[src/rtl/shuttle_vehicle_if.sv]
// shuttle_vehicle_if: mission-controller command/status bundle for the shuttle vehicle
interface shuttle_vehicle_if;
  logic        systems_ok;
  logic        start_countdown;
  logic        launch_shuttle;
  logic        start_trip_meter;
  logic        land_shuttle;
  logic        all_systems_go;
  logic [3:0]  cnt;
  logic        just_launched;
  logic        is_landed;
  logic [15:0] trip_meter;
  logic        seq_error;
  modport master (
    output systems_ok, start_countdown, launch_shuttle, start_trip_meter, land_shuttle,
    input  all_systems_go, cnt, just_launched, is_landed, trip_meter, seq_error
  );
  modport slave (
    input  systems_ok, start_countdown, launch_shuttle, start_trip_meter, land_shuttle,
    output all_systems_go, cnt, just_launched, is_landed, trip_meter, seq_error
  );
endinterface

[src/rtl/shuttle_vehicle.sv]
// shuttle_vehicle: mission FSM (preflight, countdown, ascent, orbit, descent, landed) with trip meter
module shuttle_vehicle #(
  parameter int         PREFLIGHT_CYCLES = 4,
  parameter logic [3:0] COUNT_START      = 4'd9,
  parameter int         ASCENT_CYCLES    = 3,
  parameter int         LAND_CYCLES      = 6
) (
  input  logic             clk,
  input  logic             reset_n,
  shuttle_vehicle_if.slave bus
);
  typedef enum logic [2:0] {IDLE, COUNTDOWN, ASCENT, ORBIT, DESCENT, LANDED} state_e;
  localparam logic [3:0] PRE_MAX  = 4'(PREFLIGHT_CYCLES);
  localparam logic [3:0] ASC_MAX  = 4'(ASCENT_CYCLES);
  localparam logic [3:0] LAND_MAX = 4'(LAND_CYCLES);
  state_e      state_q, state_d;
  logic [3:0]  pre_q, pre_d, asc_q, asc_d, desc_q, desc_d, cnt_q, cnt_d;
  logic        asg_q, asg_d, jl_q, jl_d, landed_q, landed_d, err_q, err_d;
  logic [15:0] trip_q, trip_d;
  logic        ld, la, st;
  assign ld = bus.land_shuttle;
  assign la = bus.launch_shuttle;
  assign st = bus.start_countdown;
  always_comb begin
    state_d  = state_q;
    pre_d    = 4'd0;
    asc_d    = asc_q;
    desc_d   = desc_q;
    cnt_d    = cnt_q;
    jl_d     = jl_q;
    landed_d = landed_q;
    err_d    = err_q;
    trip_d   = ((state_q == ASCENT || state_q == ORBIT) && bus.start_trip_meter && trip_q != 16'hFFFF)
               ? trip_q + 16'd1 : trip_q;
    case (state_q)
      IDLE: begin
        pre_d = !bus.systems_ok ? 4'd0 : (pre_q == PRE_MAX ? pre_q : pre_q + 4'd1);
        if (ld) begin
          state_d  = LANDED;
          landed_d = 1'b1;
          pre_d    = 4'd0;
        end else if (la) begin
          err_d = 1'b1;
        end else if (st && asg_q) begin
          state_d = COUNTDOWN;
          cnt_d   = COUNT_START;
          trip_d  = 16'd0;
          pre_d   = 4'd0;
        end else if (st) begin
          err_d = 1'b1;
        end
      end
      COUNTDOWN: begin
        if (bus.systems_ok && cnt_q != 4'd0 && !ld) cnt_d = cnt_q - 4'd1;
        if (ld) begin
          state_d = DESCENT;
          desc_d  = 4'd0;
          jl_d    = 1'b0;
        end else if (la && cnt_q == 4'd0) begin
          state_d = ASCENT;
          jl_d    = 1'b1;
          asc_d   = 4'd1;
        end else if (la || st) begin
          err_d = 1'b1;
        end
      end
      ASCENT, ORBIT: begin
        if (ld) begin
          state_d = DESCENT;
          desc_d  = 4'd0;
          jl_d    = 1'b0;
        end else begin
          if (la || st) err_d = 1'b1;
          if (state_q == ASCENT && asc_q == ASC_MAX) begin
            state_d = ORBIT;
            jl_d    = 1'b0;
          end else if (state_q == ASCENT) begin
            asc_d = asc_q + 4'd1;
          end
        end
      end
      DESCENT: begin
        if (ld && desc_q + 4'd1 == LAND_MAX) begin
          state_d  = LANDED;
          landed_d = 1'b1;
          desc_d   = 4'd0;
        end else if (ld) begin
          desc_d = desc_q + 4'd1;
        end else if (la) begin
          err_d = 1'b1;
        end
      end
      LANDED: begin
        if (!ld && la) begin
          err_d = 1'b1;
        end else if (!ld && !st) begin
          state_d  = IDLE;
          landed_d = 1'b0;
        end
      end
      default: begin
        state_d  = IDLE;
        jl_d     = 1'b0;
        landed_d = 1'b0;
        asc_d    = 4'd0;
        desc_d   = 4'd0;
      end
    endcase
    asg_d = (state_d == IDLE) && (pre_d == PRE_MAX);
  end
  always_ff @(posedge clk or negedge reset_n) begin
    if (!reset_n) begin
      state_q  <= IDLE;
      pre_q    <= 4'd0;
      asc_q    <= 4'd0;
      desc_q   <= 4'd0;
      cnt_q    <= 4'd0;
      asg_q    <= 1'b0;
      jl_q     <= 1'b0;
      landed_q <= 1'b0;
      err_q    <= 1'b0;
      trip_q   <= 16'd0;
    end else begin
      state_q  <= state_d;
      pre_q    <= pre_d;
      asc_q    <= asc_d;
      desc_q   <= desc_d;
      cnt_q    <= cnt_d;
      asg_q    <= asg_d;
      jl_q     <= jl_d;
      landed_q <= landed_d;
      err_q    <= err_d;
      trip_q   <= trip_d;
    end
  end
  assign bus.all_systems_go = asg_q;
  assign bus.cnt            = cnt_q;
  assign bus.just_launched  = jl_q;
  assign bus.is_landed      = landed_q;
  assign bus.trip_meter     = trip_q;
  assign bus.seq_error      = err_q;
endmodule
[src/flat_wrapper.sv]
// flat-port wrapper written by rule: the top's interface ports become plain ports
module shuttle_vehicle_flat 
#(
  parameter int         PREFLIGHT_CYCLES = 4,
  parameter logic [3:0] COUNT_START      = 4'd9,
  parameter int         ASCENT_CYCLES    = 3,
  parameter int         LAND_CYCLES      = 6
)
  (clk, reset_n, bus_systems_ok, bus_start_countdown, bus_launch_shuttle, bus_start_trip_meter, bus_land_shuttle, bus_all_systems_go, bus_cnt, bus_just_launched, bus_is_landed, bus_trip_meter, bus_seq_error);
  shuttle_vehicle_if bus_i ();
  input  logic clk;
  input  logic reset_n;
  input wire logic [$bits(bus_i.systems_ok)-1:0] bus_systems_ok;
  input wire logic [$bits(bus_i.start_countdown)-1:0] bus_start_countdown;
  input wire logic [$bits(bus_i.launch_shuttle)-1:0] bus_launch_shuttle;
  input wire logic [$bits(bus_i.start_trip_meter)-1:0] bus_start_trip_meter;
  input wire logic [$bits(bus_i.land_shuttle)-1:0] bus_land_shuttle;
  output wire logic [$bits(bus_i.all_systems_go)-1:0] bus_all_systems_go;
  output wire logic [$bits(bus_i.cnt)-1:0] bus_cnt;
  output wire logic [$bits(bus_i.just_launched)-1:0] bus_just_launched;
  output wire logic [$bits(bus_i.is_landed)-1:0] bus_is_landed;
  output wire logic [$bits(bus_i.trip_meter)-1:0] bus_trip_meter;
  output wire logic [$bits(bus_i.seq_error)-1:0] bus_seq_error;
  assign bus_i.systems_ok = bus_systems_ok;
  assign bus_i.start_countdown = bus_start_countdown;
  assign bus_i.launch_shuttle = bus_launch_shuttle;
  assign bus_i.start_trip_meter = bus_start_trip_meter;
  assign bus_i.land_shuttle = bus_land_shuttle;
  assign bus_all_systems_go = bus_i.all_systems_go;
  assign bus_cnt = bus_i.cnt;
  assign bus_just_launched = bus_i.just_launched;
  assign bus_is_landed = bus_i.is_landed;
  assign bus_trip_meter = bus_i.trip_meter;
  assign bus_seq_error = bus_i.seq_error;
  shuttle_vehicle #(.PREFLIGHT_CYCLES(PREFLIGHT_CYCLES), .COUNT_START(COUNT_START), .ASCENT_CYCLES(ASCENT_CYCLES), .LAND_CYCLES(LAND_CYCLES)) u_core (.clk(clk), .reset_n(reset_n), .bus(bus_i));
endmodule
[config.mk]
export PLATFORM = sky130hd
export DESIGN_NAME = shuttle_vehicle_flat
export DESIGN_NICKNAME = d
export VERILOG_FILES = /design/src/rtl/shuttle_vehicle_if.sv /design/src/rtl/shuttle_vehicle.sv /design/src/flat_wrapper.sv
export SDC_FILE = /design/constraint.sdc
export NUM_CORES = 1
export LEC_CHECK = 0
export CAP_MARGIN = 20
export CORE_ASPECT_RATIO = 1.75
export CORE_MARGIN = 2
export CORE_UTILIZATION = 49
export DETAILED_ROUTE_END_ITERATION = 10
export GPL_TIMING_DRIVEN = 0
export PLACE_DENSITY = 0.74
export SETUP_SLACK_MARGIN = 0.3
export SKIP_CTS_REPAIR_TIMING = 1
export SYNTH_ARGS = -nofsm -noshare
export SYNTH_HDL_FRONTEND = slang
export SYNTH_SLANG_ARGS = --single-unit
[constraint.sdc]
create_clock -name clk -period 1.7 [get_ports clk]
set_clock_uncertainty 0.2 [all_clocks]
set_input_delay 0.34 -clock clk [delete_from_list [all_inputs] [get_ports clk]]
set_output_delay 0.34 -clock clk [all_outputs]
set_load 0.05 [all_outputs]
==> key figures <==
Final layout
  – Area Overhead vs Synth: 57.4%
  – # fillers: 280
  – FF+latch area: between 1000 and 1500 um^2
  – Layout Nets: 346
  – Number of diodes: 0
  – Area of the multi-input gates: 1480 um^2
  – Share of post-route cells with drive strength above 1: 54.7%
  – Post-Layout Inst Area: 3550 um^2

Critical path
  – R2R depth: 6
  – Delay-heaviest family, CP: simple AND/OR/NAND/NOR gates
  – Reg-to-reg startpoint: u_core.bus.trip_meter[0]$_DFF_PN0_
  – Slowest stage delay, CP: roughly 0.43 ns
  – Crit path from: u_core.bus.trip_meter[0]$_DFF_PN0_
  – CP Class: reg -> reg
  – Worst-path fanout max: 4
  – Crit path cell chain: ha_4, and4_4, nand4_1, nor4_2, xnor2_1, nor2_1
  – Worst setup SP type: register
  – Worst Path Arrival: between 1.5 and 2 ns
  – Crit. End Element: register
  – CP Depth: 6
  – Slowest CP cell: dfrtp_2
  – Crit path buf inv count: 0
  – WP data required: 1.69 ns

Drt
  – Via count: approximately 2200
  – Drt total wl: around 6200 um
  – Number of vias per cell: roughly 5.7
  – Drt pass-1 iters: 4
  – Antenna viol nets, final: 0
  – Initial drt markers: 76
  – # DRC: 0
  – Wirelength per Cell: 16.1 um

Timing
  – # setup viols final: 27
  – Actual slew at the worst max-slew pin: 0.445 ns
  – Minimum clock period: 1.93 ns
  – Final Hold Viols: 0
  – RSZ-0062 raised after global routing: yes
  – Max-slew violation count: 0
  – Tcrit/Tclk final: 114%
  – Max Clock Freq: 518 MHz
  – Final Worst Setup Slack: -0.231 ns
  – Slew headroom: 70.3%
  – Final hold slack: ~0.16 ns

Clocking
  – CTS H-tree depth: 2
  – Clock sinks: 39
  – CTS clk-pin slew, worst paths: 0.08 ns
  – CTS tree: yes
  – Worst-Skew Late Latency: roughly 0.3 ns
  – Deepest clock path buffer count: 2
  – Root Buffer: clkbuf_8
  – CTS Buf Count: 5

Floorplanning
  – Core area: 4400 um^2
  – Die width: 55.3 um
  – Die area: 5190 um^2
  – FP Rows: 32
  – # IOs: 31
  – Initial Util: between 50% and 60%
  – Die Span Y: 93.8 um

Place
  – DP HPWL: 3550 um
  – Worst slack, placed: -0.541 ns
  – I/O Buffers: 29
  – Placed inst area: 2770 um^2
  – Placer Congestion: 0.865

Power and ir drop
  – Worst VDD drop: 0.000881 V
  – Leak Pwr: 0.00160 uW
  – PwrDens: approximately 730 nW/um^2
  – Final Power: about 2600 uW

Min path
  – Hold Crit Start: bus_land_shuttle
  – Hold path depth: 3
  – Worst min path class: in -> reg

Synthesis
  – Mapped cell area: 2260 um^2
  – Sequential area share after synthesis: 43.2%
  – Post-synth cell types: 52
  – Cells after Synth: 243
  – Most frequent cell after synthesis: dfrtp_1
  – Mean post-synth cell area: 9.29 um^2
  – Share of the synthesized area in the top cell type: 43.2%
  – Top FF cell, synth: dfrtp_1
  – Post-synth top area cell: dfrtp_1
  – Top cells by area, synth: dfrtp_1, xnor2_1, nor2_1
  – Seq cells post-synth: 39
  – Async SR Flop Fraction: 100%
  – Post-synth EDFFs: 0
  – YS warnings: 0
  – Top cells by count, synth: dfrtp_1, nor2_1, nand2_1
  – Mapped Nets: 257

Run
  – Max Cap Viol: 0

Global route
  – Initial antenna violation count: 0
  – Vias in the first global route: 1897
  – Total gr overflow: 0
  – Total GRT Usage: about a fifth
  – Largest net degree at the start of global routing: 40
  – First-pass GRT wire length: 8450 um

Run status
  – Failing checks: setup timing
  – Run status: finished with violations
==> kinds of logic (layout without fill, tap and decap cells) <==
group | count (synthesis) | after routing | synth area share, %
adders and majority gates | 7 | 7 | 3.88
DFF | 39 | 39 | 43.2
and+or+nand+nor | 107 | 107 | 26.9
xor gates and xnor gates | 15 | 15 | 5.82
buffers and inverters | 23 | 113 | 4.65
muxes | 4 | 4 | 1.77
AOI/OAI and AO/OA | 48 | 48 | 13.8
==> routing by layer <==
metal	wire length [um]	track usage [%]	vias to the layer above
met5	0	0	-
li1	-	-	1037
met3	198	3.86	15
met2	3420	36.9	48
met4	167	9.76	0
met1	2410	21.7	1098
==> placed cells by master (no fill, tap or decap), types with 3 or more instances in the layout <==
cell             instances
nor2_2                   5
nor4_4                   3
nand4_1                  7
inv_2                    4
o21ai_2                  4
ha_4                     3
buf_6                   20
buf_8                   14
buf_4                   45
a21oi_1                 11
clkdlybuf4s50_1          3
dfrtp_2                 22
a21oi_2                  6
nand2_2                  4
clkbuf_1                 3
clkbuf_8                 5
xnor2_1                 12
mux2i_1                  4
dfrtp_1                 17
nor2_1                  20
nor3_1                   3
nand2_1                 18
o21ai_1                  8
nand3_1                  8
inv_1                   11
buf_2                    3
nand3_2                  5
==> cell type report <==
| class | instances | area share [%] |
|---|---|---|
| Clock inverter | 1 | 0.141 |
| Clock buffer | 7 | 2.15 |
| Tap cell | 51 | 1.80 |
| Inverter | 15 | 1.58 |
| Timing Repair Buffer | 82 | 22.5 |
| Sequential cell | 39 | 28.2 |
| Buffer | 8 | 1.94 |
| Multi-Input combinational cell | 181 | 41.6 |
==> registers in the layout, indices dropped and copies added, names as in the netlist <==
signal,flops
u_core.bus.all_systems_go,1
u_core.desc_q,4
u_core.state_q,3
u_core.bus.cnt,4
u_core.bus.seq_error,1
u_core.bus.trip_meter,16
u_core.bus.just_launched,1
u_core.bus.is_landed,1
u_core.asc_q,4
u_core.pre_q,4
==> stage by stage <==
step	cells	TNS (ns)	util, %
global placement	323	-50.85	62.4
floorplan	243	-2.79	-
detailed placement	324	-12.20	62.8
CTS	332	-13.38	64.6
global route	384	-4.49	80.7
finish	384	-2.69	80.7
==> tightest hold or removal path: stages <==
cell and delay, ns:
buf_6 0.13, a21oi_1 0.05, a21oi_1 0.10
==> path summary, 6_finish.rpt <==
check                                                      endpoint  slack (ns)
worst max-delay path            u_core.bus.trip_meter[14]$_DFF_PN0_       -0.23
worst min-delay path                    u_core.state_q[2]$_DFF_PN0_        0.16
worst max register to register  u_core.bus.trip_meter[14]$_DFF_PN0_       -0.23
worst min register to register     u_core.bus.seq_error$_DFFE_PN0P_        0.31
max in group asynchronous                 u_core.pre_q[0]$_DFF_PN0_        0.74
min in group asynchronous        u_core.bus.trip_meter[2]$_DFF_PN0_        0.33
==> power breakdown <==
part	internal, uW	leakage [uW]	switching (uW)
clock network	288	0.0000422	334
registers	1010	0.000484	96.4
logic	410	0.00108	454
Note: power is estimated with default switching activity, not from simulation.
